--- src/rtl/btn_debounce_pkg.sv ---
// Shared definitions for the push-button conditioner: counter width,
// per-channel FSM state encoding and auto-repeat phase.
package btn_debounce_pkg;

  localparam int CNT_W = 26;
  localparam logic [CNT_W-1:0] CNT_ONE = {{(CNT_W-1){1'b0}}, 1'b1};

  typedef enum logic [1:0] {
    IDLE         = 2'd0,
    WAIT_PRESS   = 2'd1,
    PRESSED      = 2'd2,
    WAIT_RELEASE = 2'd3
  } key_state_t;

  typedef enum logic {
    PHASE_FIRST    = 1'b0,
    PHASE_PERIODIC = 1'b1
  } rep_phase_t;

endpackage

--- src/rtl/btn_debounce_if.sv ---
// Button bundle between the raw board inputs and the conditioned outputs.
// The slave side is the conditioner; the master side drives the raw keys.
interface btn_debounce_if #(
  parameter int NUM_KEYS = 5
);

  logic [NUM_KEYS-1:0] key_in;
  logic [NUM_KEYS-1:0] key_level;
  logic [NUM_KEYS-1:0] key_pulse;
  logic                any_pulse;

  modport master (
    output key_in,
    input  key_level,
    input  key_pulse,
    input  any_pulse
  );

  modport slave (
    input  key_in,
    output key_level,
    output key_pulse,
    output any_pulse
  );

endinterface

--- src/rtl/btn_debounce_ch.sv ---
// One button channel: 2-flop synchronizer, debounce FSM, and auto-repeat
// timer producing a debounced level and single-cycle press/repeat pulses.
module btn_debounce_ch
  import btn_debounce_pkg::*;
#(
  parameter logic [CNT_W-1:0] DEBOUNCE_CNT  = 26'd1_000_000,
  parameter logic [CNT_W-1:0] REPEAT_DLY    = 26'd50_000_000,
  parameter logic [CNT_W-1:0] REPEAT_PERIOD = 26'd10_000_000
) (
  input  logic CLK,
  input  logic RST,
  input  logic key_raw,
  output logic level,
  output logic pulse
);

  localparam logic [CNT_W-1:0] DEB_LAST  = DEBOUNCE_CNT - CNT_ONE;
  localparam logic [CNT_W-1:0] DLY_LAST  = REPEAT_DLY - CNT_ONE;
  localparam logic [CNT_W-1:0] PER_LAST  = REPEAT_PERIOD - CNT_ONE;
  localparam bit               REPEAT_ON = (REPEAT_DLY != '0);

  logic             s1;
  logic             s2;
  key_state_t       state;
  key_state_t       state_nxt;
  logic [CNT_W-1:0] count;
  logic [CNT_W-1:0] count_nxt;
  logic [CNT_W-1:0] rep;
  logic [CNT_W-1:0] rep_nxt;
  logic [CNT_W-1:0] rep_last;
  rep_phase_t       phase;
  rep_phase_t       phase_nxt;
  logic             level_nxt;
  logic             pulse_nxt;

  assign rep_last = (phase == PHASE_FIRST) ? DLY_LAST : PER_LAST;

  always_ff @(posedge CLK) begin
    if (!RST) begin
      s1    <= 1'b0;
      s2    <= 1'b0;
      state <= IDLE;
      count <= '0;
      rep   <= '0;
      phase <= PHASE_FIRST;
      level <= 1'b0;
      pulse <= 1'b0;
    end else begin
      s1    <= key_raw;
      s2    <= s1;
      state <= state_nxt;
      count <= count_nxt;
      rep   <= rep_nxt;
      phase <= phase_nxt;
      level <= level_nxt;
      pulse <= pulse_nxt;
    end
  end

  // A short dip while held re-enters PRESSED silently and restarts the repeat delay.
  always_comb begin
    state_nxt = state;
    count_nxt = count;
    rep_nxt   = rep;
    phase_nxt = phase;
    level_nxt = level;
    pulse_nxt = 1'b0;
    case (state)
      IDLE: begin
        count_nxt = '0;
        level_nxt = 1'b0;
        if (s2) begin
          state_nxt = WAIT_PRESS;
        end
      end
      WAIT_PRESS: begin
        if (!s2) begin
          state_nxt = IDLE;
          count_nxt = '0;
        end else if (count == DEB_LAST) begin
          state_nxt = PRESSED;
          count_nxt = '0;
          level_nxt = 1'b1;
          pulse_nxt = 1'b1;
          rep_nxt   = '0;
          phase_nxt = PHASE_FIRST;
        end else begin
          count_nxt = count + CNT_ONE;
        end
      end
      PRESSED: begin
        if (!s2) begin
          state_nxt = WAIT_RELEASE;
          count_nxt = '0;
        end else if (REPEAT_ON) begin
          if (rep == rep_last) begin
            pulse_nxt = 1'b1;
            rep_nxt   = '0;
            phase_nxt = PHASE_PERIODIC;
          end else begin
            rep_nxt = rep + CNT_ONE;
          end
        end
      end
      WAIT_RELEASE: begin
        if (s2) begin
          state_nxt = PRESSED;
          count_nxt = '0;
          rep_nxt   = '0;
          phase_nxt = PHASE_FIRST;
        end else if (count == DEB_LAST) begin
          state_nxt = IDLE;
          count_nxt = '0;
          level_nxt = 1'b0;
        end else begin
          count_nxt = count + CNT_ONE;
        end
      end
      default: begin
        state_nxt = IDLE;
        count_nxt = '0;
        rep_nxt   = '0;
        phase_nxt = PHASE_FIRST;
        level_nxt = 1'b0;
      end
    endcase
  end

endmodule

--- src/rtl/btn_debounce.sv ---
// Multi-channel push-button conditioner: one independent debounce channel
// per key, with the press/repeat pulses also merged into any_pulse.
module btn_debounce
  import btn_debounce_pkg::*;
#(
  parameter int               NUM_KEYS      = 5,
  parameter logic [CNT_W-1:0] DEBOUNCE_CNT  = 26'd1_000_000,
  parameter logic [CNT_W-1:0] REPEAT_DLY    = 26'd50_000_000,
  parameter logic [CNT_W-1:0] REPEAT_PERIOD = 26'd10_000_000
) (
  input  logic            CLK,
  input  logic            RST,
  btn_debounce_if.slave   bus
);

  logic [NUM_KEYS-1:0] level;
  logic [NUM_KEYS-1:0] pulse;

  for (genvar i = 0; i < NUM_KEYS; i++) begin : g_ch
    btn_debounce_ch #(
      .DEBOUNCE_CNT  (DEBOUNCE_CNT),
      .REPEAT_DLY    (REPEAT_DLY),
      .REPEAT_PERIOD (REPEAT_PERIOD)
    ) u_ch (
      .CLK     (CLK),
      .RST     (RST),
      .key_raw (bus.key_in[i]),
      .level   (level[i]),
      .pulse   (pulse[i])
    );
  end

  // any_pulse is combinational from the registered pulses, so it aligns exactly.
  assign bus.key_level = level;
  assign bus.key_pulse = pulse;
  assign bus.any_pulse = |pulse;

endmodule
--- src/flat_wrapper.sv ---
// flat-port wrapper written by rule: the top's interface ports become plain ports
module btn_debounce_flat import btn_debounce_pkg::*;
#(
  parameter int               NUM_KEYS      = 5,
  parameter logic [CNT_W-1:0] DEBOUNCE_CNT  = 26'd1_000_000,
  parameter logic [CNT_W-1:0] REPEAT_DLY    = 26'd50_000_000,
  parameter logic [CNT_W-1:0] REPEAT_PERIOD = 26'd10_000_000
)
  (CLK, RST, bus_key_in, bus_key_level, bus_key_pulse, bus_any_pulse);
  btn_debounce_if #(.NUM_KEYS(NUM_KEYS)) bus_i ();
  input  logic CLK;
  input  logic RST;
  input wire logic [$bits(bus_i.key_in)-1:0] bus_key_in;
  output wire logic [$bits(bus_i.key_level)-1:0] bus_key_level;
  output wire logic [$bits(bus_i.key_pulse)-1:0] bus_key_pulse;
  output wire logic [$bits(bus_i.any_pulse)-1:0] bus_any_pulse;
  assign bus_i.key_in = bus_key_in;
  assign bus_key_level = bus_i.key_level;
  assign bus_key_pulse = bus_i.key_pulse;
  assign bus_any_pulse = bus_i.any_pulse;
  btn_debounce #(.NUM_KEYS(NUM_KEYS), .DEBOUNCE_CNT(DEBOUNCE_CNT), .REPEAT_DLY(REPEAT_DLY), .REPEAT_PERIOD(REPEAT_PERIOD)) u_core (.CLK(CLK), .RST(RST), .bus(bus_i));
endmodule
--- config.mk ---
export PLATFORM = sky130hd
export DESIGN_NAME = btn_debounce_flat
export DESIGN_NICKNAME = d
export VERILOG_FILES = /design/src/rtl/btn_debounce_pkg.sv /design/src/rtl/btn_debounce_if.sv /design/src/rtl/btn_debounce_ch.sv /design/src/rtl/btn_debounce.sv /design/src/flat_wrapper.sv
export SDC_FILE = /design/constraint.sdc
export NUM_CORES = 1
export LEC_CHECK = 0
export CAP_MARGIN = 20
export CORE_MARGIN = 2
export CORE_UTILIZATION = 49
export CTS_CLUSTER_SIZE = 10
export DETAILED_ROUTE_END_ITERATION = 12
export PLACE_DENSITY = 0.75
export SLEW_MARGIN = 20
export SYNTH_ARGS = -nofsm -noshare
export SYNTH_HDL_FRONTEND = slang
export SYNTH_SLANG_ARGS = --single-unit
--- constraint.sdc ---
create_clock -name CLK -period 3.76 [get_ports CLK]
set_input_delay 0.564 -clock CLK [delete_from_list [all_inputs] [get_ports CLK]]
set_output_delay 0.564 -clock CLK [all_outputs]
set_load 0.03 [all_outputs]
==> results.md <==
- Worst Skew: 0.0198 ns
- Num rows: 65
- Post-CTS Hold Fix Bufs: 0
- Antenna viol nets, final: 0
- Core Util, Final: 54.2%
- Die span in x: 183 um
- Number of synthesized flops with an enable pin: 0
- H-Tree Level Count: 2
- Fin crit share: 78.5%
- Vias in the first global route: 13600
- Critical Path RT: 4.20 ns
- Antenna Cells: 0
- Non-Filler Instances: 2355
- WP data arrival: 3.39 ns
- Area contributors post-synth: dfxtp_1, nor2_1, nand2_1
- IO Pins: 18
- Final min period: 2.95 ns
- GR Overflow Total: 0
- Status: complete, no violations
- Clk_lat worst skew: 0.52 ns
- Die area: 0.0336 mm^2
- Worst hold path type: primary input to flop
- Core footprint: 0.0316 mm^2
- Dominant synthesized flop cell: dfxtp_1
- PwrDens: 388 mW/mm^2
- Clk buf depth: 3
- Routability cong.: 0.920
- Post-route setup TNS: 0 ns
- Avg Cell Area, Syn: 7.97 um^2
- Hold Crit Depth: 2
- Post-Synthesis Cell Area: 0.0157 mm^2
- Clock transition at the registers of the reported paths: 0.05 ns
- CTS Buf Count: 36
- Worst R2R Setup Slack: 0.81 ns
- Avg Vias per Cell: 6.19
- DRT Wirelength: 37.3 mm
- Met2 GRT Util: 36.4%
- Count of input and output buffers: 17
- Top cell type by total area after synthesis: dfxtp_1
- Met3 Use GR: 3.22%
- Met1 usage: 29.0%
- Slowest cell delay on critical path: 0.57 ns
- Rel. slew slack: 30.4%
- Worst path slowest cell: or4_1
- Crit-path max FO: 15
- Synth Instances: 1976
- Synthesis-to-finish area growth: 8.79%
- CTS resizes: 0
- Postcts setup bufs: 0
- Kind of critical path: flop to flop
- Leak: 5.41 nW
- Crit-path cells: inv_1, ha_1, inv_1, or4_1, o31ai_2, buf_4, nand3_1, or4_1, a31oi_1
- Synth top area share: 37.5%
- Initial Utilization: 49.8%
- Worst-Margin Slew: 1.04 ns
- Post-layout net count: 1987
- Placed cell count: 2309
- R2R cell count: 9
- Largest net degree at the start of global routing: 59
- Post-synth ARST share: 0%
- Critical path buffers and inverters: 3
- Commonest non-fill, non-tap cell in the layout: dfxtp_1
- Yosys reg bits: 295
- Die outline height: 183 um
- Gr busiest metal: met2
- Global Route Usage Sum: 21.9%
- Crit path launch type: flop
- CTS Root Cell: clkbuf_16
- Final setup vio count: 0
- Yosys cell types: 75
- Average wire per standard cell: 15.9 um
- First-pass GRT wire length: 63.5 mm
- Final-report max-slew violation count: 0
- Fmax: 339 MHz
- Crit path max-delay family: simple AND/OR/NAND/NOR gates
- Cell count along the critical path: 9
- Final number of hold-violating endpoints: 0
- Total power: 6.64 mW
- Critical Path End Type: flop
- Max-cap viol count: 0
- Syn nets: 2018
- Initial DRC Count: 1061
- Unrepaired setup endpoints after global routing: false
- Vias: 14600
- Layout cells sized above 1: 5.27%
- Peak supply drop: 309 uV
- DR pass1 iterations: 5
- Sequential area share after synthesis: 37.5%
- DRC: 0
- Initial antenna violation count: 0
- Sink Count: 295
- TritonCTS clock tree: built
- Yosys warns: 0
- Commonest cells after routing, fill and taps aside: dfxtp_1, nor2_1, nand2_1
- Post-DP HPWL: 24.6 mm
cells in the mapped netlist (5+ instances only):
| library cell | count |
|---|---|
| a31oi_1 | 33 |
| inv_1 | 29 |
| mux2_2 | 5 |
| or3_1 | 45 |
| nor4_1 | 48 |
| buf_4 | 10 |
| nor2_1 | 205 |
| nand2b_1 | 8 |
| o211ai_1 | 19 |
| nand4b_1 | 19 |
| a41oi_1 | 5 |
| nor4b_1 | 20 |
| dfxtp_1 | 295 |
| and4_1 | 16 |
| nor2b_1 | 12 |
| o21ai_1 | 9 |
| xor2_1 | 50 |
| nand4_1 | 88 |
| a21oi_1 | 115 |
| nor3_1 | 65 |
| o21ai_0 | 105 |
| a21boi_0 | 7 |
| o2111ai_1 | 7 |
| nand3_1 | 129 |
| o211a_1 | 6 |
| nor4bb_1 | 6 |
| and3_1 | 43 |
| mux2i_1 | 11 |
| buf_2 | 5 |
| o41ai_1 | 10 |
| or2_2 | 6 |
| and2_1 | 32 |
| or4b_2 | 7 |
| o31a_1 | 5 |
| ha_1 | 35 |
| o21a_1 | 23 |
| a311oi_1 | 6 |
| nand3b_1 | 9 |
| xnor2_1 | 56 |
| o31ai_1 | 12 |
| nand2_1 | 180 |
| clkbuf_1 | 96 |
| or4_1 | 26 |
| nor3b_1 | 7 |
layout make-up:
type	instances	area (um^2)
Sequential cell	295	5910
Timing Repair Buffer	46	398
Multi-Input combinational cell	1535	9240
Tap cell	402	503
Fill cell	2910	14500
Clock inverter	1	8.76
Clock buffer	45	956
Inverter	31	119
power breakdown:
| part | leakage, nW | total [mW] | switching (mW) | internal (mW) |
|---|---|---|---|---|
| Clock | 0.470 | 3.00 | 1.25 | 1.76 |
| Sequential | 2.38 | 3.19 | 0.0320 | 3.15 |
| Combinational | 2.56 | 0.449 | 0.299 | 0.150 |
| Total | 5.41 | 6.64 | 1.58 | 5.06 |
registers in the layout, summed over array words and instances (netlist names), named ones only:
name and flops:
u_core.g_ch.u_ch.count 130, u_core.g_ch.u_ch.rep 130, u_core.g_ch.u_ch.level 5, u_core.g_ch.u_ch.phase 5, u_core.g_ch.u_ch.pulse 5, u_core.g_ch.u_ch.s1 5, u_core.g_ch.u_ch.s2 5, u_core.g_ch.u_ch.state 5
worst reg2reg max path: stages, from the launching register on:
cell and delay [ns]:
dfxtp_1 0.36, inv_1 0.09, ha_1 0.26, inv_1 0.10
or4_1 0.57, o31ai_2 0.20, buf_4 0.25, nand3_1 0.30
or4_1 0.57, a31oi_1 0.17
final timing paths:
path,from,endpoint
max,flop,u_core.g_ch[1].u_ch.rep[9]
min,RST,u_core.g_ch[2].u_ch.phase
max reg2reg,flop,u_core.g_ch[1].u_ch.rep[9]
min reg2reg,u_core.g_ch[3].u_ch.s1,u_core.g_ch[3].u_ch.s2
stage by stage:
stage	area (um^2)	setup WS (ns)	hold slack [ns]
floorplan	15700	1.11	0.412
global placement	16200	0.928	0.417
detailed placement	16200	0.837	0.425
CTS	17100	0.822	0.357
global route	17100	0.624	0.368
finish	17100	0.809	0.376
logic make-up after synthesis:
family                     Yosys count  synth area share (%)
DFF                                295                  37.5
muxes                               16                  1.06
buffers and inverters              146                  3.85
and+or+nand+nor                    981                  33.1
AOI/OAI and AO/OA                  397                  15.8
xor gates and xnor gates           106                  5.90
adders and majority gates           35                  2.78
layer usage:
layer	wire length, um	vias to the layer above
met1	16900	6863
met3	2150	65
met5	0	-
li1	-	7198
met4	818	0
met2	17400	449
(Power assumes the default switching activity.)
